==> src/rtl/eth_crc_pkg.sv <==
// rtl/eth_crc_pkg.sv - CRC-32 constants, FSM state type and bit-serial step function
package eth_crc_pkg;

  localparam logic [31:0] CRC32_POLY_REF = 32'hEDB88320;
  localparam logic [31:0] CRC32_INIT     = 32'hFFFFFFFF;
  localparam logic [31:0] CRC32_RESIDUE  = 32'hDEBB20E3;

  typedef enum logic [1:0] {
    IDLE = 2'd0,
    DATA = 2'd1,
    FCS  = 2'd2
  } crc_state_t;

  // Reflected CRC: bit 0 of the data is the first bit on the wire
  function automatic logic [31:0] crc32_step(input logic [31:0] crc,
                                             input logic [7:0]  data,
                                             input int          width);
    logic [31:0] c;
    c = crc;
    for (int i = 0; i < 8; i++) begin
      if (i < width) begin
        c = (c[0] ^ data[i]) ? ((c >> 1) ^ CRC32_POLY_REF) : (c >> 1);
      end
    end
    return c;
  endfunction

endpackage

==> src/rtl/eth_crc32_step.sv <==
// rtl/eth_crc32_step.sv - combinational CRC-32 update for one DW-bit beat
module eth_crc32_step
  import eth_crc_pkg::*;
#(
  parameter int DW = 4
) (
  input  logic [31:0]   i_crc,
  input  logic [DW-1:0] i_data,
  output logic [31:0]   o_crc
);

  logic [7:0] w_data;

  assign w_data = 8'(i_data);
  assign o_crc  = crc32_step(i_crc, w_data, DW);

endmodule

==> src/rtl/eth_crc32_engine.sv <==
// rtl/eth_crc32_engine.sv - streaming Ethernet CRC-32 engine: TX appends FCS, RX checks residue
module eth_crc32_engine
  import eth_crc_pkg::*;
#(
  parameter int DW   = 4,
  parameter int MODE = 0
) (
  input  logic          clk,
  input  logic          rst_n,
  input  logic          clr,
  input  logic          s_valid,
  output logic          s_ready,
  input  logic [DW-1:0] s_data,
  input  logic          s_last,
  output logic          m_valid,
  input  logic          m_ready,
  output logic [DW-1:0] m_data,
  output logic          m_last,
  output logic [31:0]   crc_value,
  output logic          chk_done,
  output logic          chk_ok
);

  localparam int         NBEATS   = 32 / DW;
  localparam logic [3:0] ALL_IDX  = 4'(NBEATS);
  localparam logic [3:0] LAST_IDX = 4'(NBEATS - 1);

  crc_state_t    r_state;
  logic [31:0]   r_crc;
  logic [3:0]    r_fcs_cnt;
  logic          r_rdy_en;
  logic          r_m_valid;
  logic [DW-1:0] r_m_data;
  logic          r_m_last;
  logic          r_chk_done;
  logic          r_chk_ok;

  logic [31:0]   w_crc_next;
  logic [DW-1:0] w_fcs_beat;
  logic          w_slice_free;
  logic          w_accept;

  eth_crc32_step #(.DW(DW)) u_step (
    .i_crc  (r_crc),
    .i_data (s_data),
    .o_crc  (w_crc_next)
  );

  assign w_slice_free = ~r_m_valid | m_ready;
  assign s_ready      = r_rdy_en & (r_state != FCS) & w_slice_free;
  assign w_accept     = s_valid & s_ready;
  assign w_fcs_beat   = DW'(~r_crc >> (r_fcs_cnt * DW));

  // r_fcs_cnt counts FCS beats loaded into the slice; ALL_IDX means the last one is waiting to be taken
  always_ff @(posedge clk or negedge rst_n) begin
    if (!rst_n) begin
      r_state    <= IDLE;
      r_crc      <= CRC32_INIT;
      r_fcs_cnt  <= '0;
      r_rdy_en   <= 1'b0;
      r_m_valid  <= 1'b0;
      r_m_data   <= '0;
      r_m_last   <= 1'b0;
      r_chk_done <= 1'b0;
      r_chk_ok   <= 1'b0;
    end else begin
      r_rdy_en   <= 1'b1;
      r_chk_done <= 1'b0;
      if (clr) begin
        r_state   <= IDLE;
        r_crc     <= CRC32_INIT;
        r_fcs_cnt <= '0;
        r_m_valid <= 1'b0;
        r_m_last  <= 1'b0;
      end else if (r_state == FCS) begin
        if (r_fcs_cnt == ALL_IDX) begin
          if (m_ready) begin
            r_state   <= IDLE;
            r_crc     <= CRC32_INIT;
            r_fcs_cnt <= '0;
            r_m_valid <= 1'b0;
            r_m_last  <= 1'b0;
          end
        end else if (w_slice_free) begin
          r_m_valid <= 1'b1;
          r_m_data  <= w_fcs_beat;
          r_m_last  <= (r_fcs_cnt == LAST_IDX);
          r_fcs_cnt <= r_fcs_cnt + 4'd1;
        end
      end else if (w_accept) begin
        r_m_valid <= 1'b1;
        r_m_data  <= s_data;
        r_m_last  <= (MODE != 0) & s_last;
        if (!s_last) begin
          r_state <= DATA;
          r_crc   <= w_crc_next;
        end else if (MODE == 0) begin
          r_state   <= FCS;
          r_crc     <= w_crc_next;
          r_fcs_cnt <= '0;
        end else begin
          r_state    <= IDLE;
          r_crc      <= CRC32_INIT;
          r_chk_done <= 1'b1;
          r_chk_ok   <= (w_crc_next == CRC32_RESIDUE);
        end
      end else if (m_ready) begin
        r_m_valid <= 1'b0;
      end
    end
  end

  assign m_valid   = r_m_valid;
  assign m_data    = r_m_data;
  assign m_last    = r_m_last;
  assign crc_value = r_crc;
  assign chk_done  = r_chk_done;
  assign chk_ok    = r_chk_ok;

endmodule
==> config.mk <==
export PLATFORM = sky130hd
export DESIGN_NAME = eth_crc32_engine
export DESIGN_NICKNAME = d
export VERILOG_FILES = /design/src/rtl/eth_crc_pkg.sv /design/src/rtl/eth_crc32_step.sv /design/src/rtl/eth_crc32_engine.sv
export SDC_FILE = /design/constraint.sdc
export NUM_CORES = 1
export LEC_CHECK = 0
export CAP_MARGIN = 20
export CORE_MARGIN = 10
export CORE_UTILIZATION = 56
export CTS_CLUSTER_DIAMETER = 80
export DETAILED_ROUTE_END_ITERATION = 7
export GPL_TIMING_DRIVEN = 0
export PLACE_DENSITY = 0.86
export SYNTH_ARGS = -nofsm -noshare
export SYNTH_HDL_FRONTEND = slang
export SYNTH_SLANG_ARGS = --single-unit
export TNS_END_PERCENT = 5
==> constraint.sdc <==
create_clock -name clk -period 4.5 [get_ports clk]
set_input_delay 0.675 -clock clk [delete_from_list [all_inputs] [get_ports clk]]
set_output_delay 0.675 -clock clk [all_outputs]
set_load 0.05 [all_outputs]
Word level (Yosys, flattened, before mapping)
Cells that the tools add are included.
{ "op_classes": {"add_sub_neg": 1, "mul": 0, "div_mod_pow": 0, "n_lt_le_gt_ge": 0, "eq_ne": 10, "shift": 1, "muxes": 38, "bitwise_logic": 15, "reduce_logical": 7} }
{ "op_table": {"columns": ["operator", "n"], "rows": [
  ["$mux W32", 9],
  ["$not A13 Y14", 4],
  ["$mux W4", 11],
  ["$not A32 Y32", 1],
  ["$shr A32 B6 Y4", 1],
  ["$mux W1", 12],
  ["$mux W2", 6],
  ["$reduce_and A4 Y1", 2],
  ["$ne A2 B2 Y1 const B", 3],
  ["$reduce_and A3 Y1", 2],
  ["$reduce_bool A3 Y1", 2],
  ["$add A4 B1 Y4 const B", 1],
  ["$eq A4 B3 Y1 const B", 1],
  ["$eq A4 B4 Y1 const B", 1],
  ["$ne A4 B3 Y1 const B", 1],
  ["$ne A4 B4 Y1 const B", 1],
  ["$xor A1 B1 Y1", 4],
  ["$and A1 B1 Y1", 3],
  ["$ne A3 B2 Y1 const B", 1],
  ["$ne A3 B3 Y1 const B", 1],
  ["$eq A2 B2 Y1 const B", 1],
  ["$not A1 Y1", 2],
  ["$reduce_bool A2 Y1", 1],
  ["$or A1 B1 Y1", 1]
]} }
{ "word_totals": {"reg_bits": 45, "latchBits": 0, "mem_bits_rw": 0, "mem_bits_ro": 0, "mem_count": 0} }

Depth between registers and ports, before layout
{ "logic_depth": {"ltp_word": 11, "depth_mapped": 7, "depth_no_buf": 6} }

Cells and area by module
From an unflattened synthesis, not the netlist that was laid out.
{ "unflattened": {"hier_cells": 293, "area_unflattened_um2": 3291.9} }
{ "by_module_without_submodules": {"columns": ["mod", "instances", "cells_per_inst", "area_per_inst_um2", "seq_area_each_um2"], "rows": [
  ["eth_crc32_engine", 1, 241, 2478.6, 1166.1],
  ["eth_crc32_step", 1, 52, 813.3, 0.0]
]} }

Worst setup path before layout
OpenSTA, ideal clock, no wires.
{ "synth_timing": {"kind": "reg-to-reg", "start": "register r_fcs_cnt[0]", "end": "register r_crc[1] (netlist: crc_value[1])", "arrival_ns": 1.901, "t_required_ns": 4.420, "slack_ns": 2.520, "stages_incl_launch_ff": 8, "path_buffers": 2, "path_cell_list": "dfrtp_1 -> buf_2 -> inv_1 -> ha_1 -> and3_1 -> a311o_1 -> clkbuf_1 -> o22a_1"} }
{ "synth_between": {"elab_chain_len": 3} }
{ "synth_rtl": {"columns": ["item", "line", "text"], "rows": [
  ["from (decl)", "eth_crc32_engine.sv:30", "logic [3:0] r_fcs_cnt;"],
  ["from (signal assigned)", "eth_crc32_engine.sv:88", "r_fcs_cnt <= r_fcs_cnt + 4'd1;"],
  ["$eq A4 B4 Y1", "eth_crc32_engine.sv:76", "if (r_fcs_cnt == ALL_IDX) begin"],
  ["$ne A3 B2 Y1 (no source line)", null, null],
  ["$reduce_and A3 Y1 (no source line)", null, null],
  ["to (signal assigned)", "eth_crc32_engine.sv:96", "r_crc <= w_crc_next;"],
  ["to (signal assigned)", "eth_crc32_engine.sv:99", "r_crc <= w_crc_next;"],
  ["to (decl)", "eth_crc32_engine.sv:29", "logic [31:0] r_crc;"]
]} }
Every way passes these cells.
A chain may end at the register's enable or synchronous reset.

Worst setup path in the final report
{ "layout_timing": {"start": "input port m_ready", "end": "output port s_ready"} }
{ "layout_between": {"elab_chain_len": 2} }
{ "layout_rtl": {"columns": ["item", "line", "text"], "rows": [
  ["from (decl)", "eth_crc32_engine.sv:16", "input logic m_ready,"],
  ["$or A1 B1 Y1", "eth_crc32_engine.sv:49", "assign w_slice_free = ~r_m_valid | m_ready;"],
  ["$and A1 B1 Y1", "eth_crc32_engine.sv:50", "assign s_ready = r_rdy_en & (r_state != FCS) & w_slice_free;"],
  ["to (decl)", "eth_crc32_engine.sv:12", "output logic s_ready,"]
]} }
Every way passes these cells.

==> metrics.cfg <==
[run_status]
status = completed

[critical_path]
worstSetupPathDepth = 4
slowest_delay_ps = 800
reg2reg_depth = 7
path_cells = clkdlybuf4s50_1 -> nand2b_1 -> and3_1 -> clkdlybuf4s50_1
cp-endpoint = s_ready
r2r_start = r_fcs_cnt[0]
cp.required_ps = 3830
critical-path-top-delay-family = buffers and inverters
critPathSlowestCell = clkdlybuf4s50_1
worst_path_most_repeated_cell = clkdlybuf4s50_1
critPathKind = in -> out
arrival_ps = 2350
crit_start = m_ready
r2r-end = r_state[1]
regToRegSetupSlack_ps = 2040
start_kind = primary input
cp_max_fo = 6
critPathCaptureType = primary output
worstPathBufferInverterCount = 2

[timing]
setup_viol = 0
finalCritPeriodShare_pct = 67.2
slew_headroom_pct = 56.0
tns_ps = 0
max_freq_mhz = 331
period_needed_ps = 3020
fin_skew_ps = 6.38
slew_violations = 0
rsz0062_at_grt = no
hold_viol_final = 0
worst_pin_slew_ps = 655

[synth]
synth_edf_count = 0
syn_avg_cell_area_sq_um = 12.6
ys_seq_area_share_pct = 45.7
syn_area_sq_mm = 0.00255
synthArstFlopShare_pct = 100
ys.flop_type = dfstp_2
synth_cells = 203
yosys_warnings = 0
synth.distinct_cells = 47
ys_ff_latch = 45

[die]
dieArea_sq_mm = 0.00766
die_x_um = 87.5
start_util_pct = 58.2
row_count = 24
io_pins = 51
die_h_um = 87.5
coreArea_sq_mm = 0.00438

[clock_tree]
insertion_delay_ps = 310
path_clk_slew_ps = 90
cts_root_buf = clkbuf_8
cts_tree = built
post-cts-setup-buffers = 0
clock-sinks = 45
clockBufferDepth = 2
h-tree-depth = 2
ctsResizeCount = 0
numCtsBuffers = 5
ctsHoldBuffers = 0

[route]
num_vias = 1956
wl_mm = 6.95
drc_errors = 0
vias_per_cell = 6.27
drt-pass1-iter-count = 4
drtIter0Drc = 123
ant_nets = 0
wl_per_cell_um = 22.3

[global_routing]
grt_overflow_total = 0
grtUsageTotal_pct = 19.2
grt_max_degree = 26
grt_first_pass_wirelength_mm = 11.5
first_global_vias = 2130
antenna_found_initial = 0

[layout]
diodes = 0
final_common_cell = clkdlybuf4s50_1
area_growth_pct = 26.0
finalNetCount = 271
layout_common_cells = clkdlybuf4s50_1 (46), dfstp_2 (32), a2bb2oi_1 (23)
n_fill_cell = 312
drive_gt1_share_pct = 23.5
stdcell_area_sq_mm = 0.00322

[place]
port_buffers = 47
place_hpwl_mm = 5.05
place.gp.congestion = 0.794
placedInstanceArea_sq_mm = 0.00311

[power]
cellPowerDensity_mw_per_mm2 = 388
p_leak_uw = 0.00125
total_power_uw = 1250
ir_worst_vdd_mv = 0.201

[flow_run]
maxCapViolations = 0

[worst_hold_path]
holdCritPathClass = in -> async

==> worst register-to-register path, delay by kind of cell, from the launching register on <==
| kind | cells | cell delay (ps) |
|---|---|---|
| AOI/OAI and AO/OA | 2 | 730 |
| buffers and inverters | 3 | 770 |
| DFF | 1 | 460 |
| adders and majority gates | 1 | 220 |
| and+or+nand+nor | 1 | 200 |
==> per-stage QoR <==
step / util, % / std cells / hold WS (ps) / setup WS, ps
final: 73.4 / 312 / 328 / 1480
after detailed placement: 71.0 / 304 / 511 / 1460
after CTS: 73.4 / 312 / 339 / 1460
after global routing: 73.4 / 312 / 355 / 1360
after floorplan: - / 204 / 379 / 2520
after global placement: 70.5 / 303 / 507 / 1490
==> Yosys cell counts (3+ instances only) <==
| cell type | instances | area, sq um |
|---|---|---|
| xor2_1 | 13 | 114 |
| mux4_2 | 7 | 158 |
| a2bb2oi_1 | 23 | 201 |
| clkbuf_1 | 5 | 18.8 |
| a21oi_1 | 3 | 15.0 |
| xnor2_1 | 18 | 158 |
| o22a_1 | 6 | 52.6 |
| nand2_1 | 12 | 45.0 |
| mux2i_1 | 4 | 40.0 |
| a32oi_1 | 4 | 35.0 |
| buf_1 | 3 | 11.3 |
| dfrtp_1 | 13 | 325 |
| and3_1 | 3 | 18.8 |
| nor2_1 | 4 | 15.0 |
| a2bb2oi_2 | 3 | 45.0 |
| dfstp_2 | 32 | 841 |
| inv_1 | 12 | 45.0 |
==> power breakdown <==
| group | switching, uW | internal [uW] | total, uW |
|---|---|---|---|
| combinational | 272 | 181 | 453 |
| clock | 146 | 143 | 288 |
| sequential | 44.9 | 463 | 508 |
| total | 463 | 786 | 1250 |
==> layer usage <==
layer  GRT usage, %  share of wire, %
met1           22.8                39
met5              0                 0
met3           8.61                10
met2           30.0                48
met4           7.39               2.5
==> logic make-up after synthesis <==
group	after synthesis	synth area share, %
AO/OA/AOI/OAI	52	18.1
XOR/XNOR	38	16.9
adder cells (fa/ha/maj)	2	0.980
buffers and inverters	23	3.73
flip-flops	45	45.7
multiplexers	12	8.77
other	2	0.294
AND/OR/NAND/NOR	29	5.54
==> registers in the layout, indices dropped and copies added, names as in the netlist <==
| name | cells |
|---|---|
| crc_value | 32 |
| m_last | 1 |
| r_state | 2 |
| r_rdy_en | 1 |
| m_valid | 1 |
| m_data | 4 |
| r_fcs_cnt | 4 |
==> cell type report <==
class	count	area [sq um]	share of cell area, %
plain buffers	11	50.0	1.56
clock buffers	7	97.6	3.03
clock inverters	1	5.00	0.156
inverters	12	45.0	1.40
multi-input cells	136	1290	40.3
flip-flops and latches	45	1170	36.3
well taps	52	65.1	2.02
repair buffers	48	493	15.3
==> worst min-delay path by stage <==
stage	startpoint	endpoint	slack, ps	cells past startpoint
floorplan	rst_n	m_data[0]	380	0
finish	rst_n	r_fcs_cnt[0]	330	1
CTS	rst_n	r_fcs_cnt[0]	340	1
detailed placement	m_data[3]	m_data[3]	510	2
global route	rst_n	r_fcs_cnt[0]	360	1
global placement	m_data[1]	m_data[1]	510	2
No activity file was read; power rests on OpenSTA's default activity.
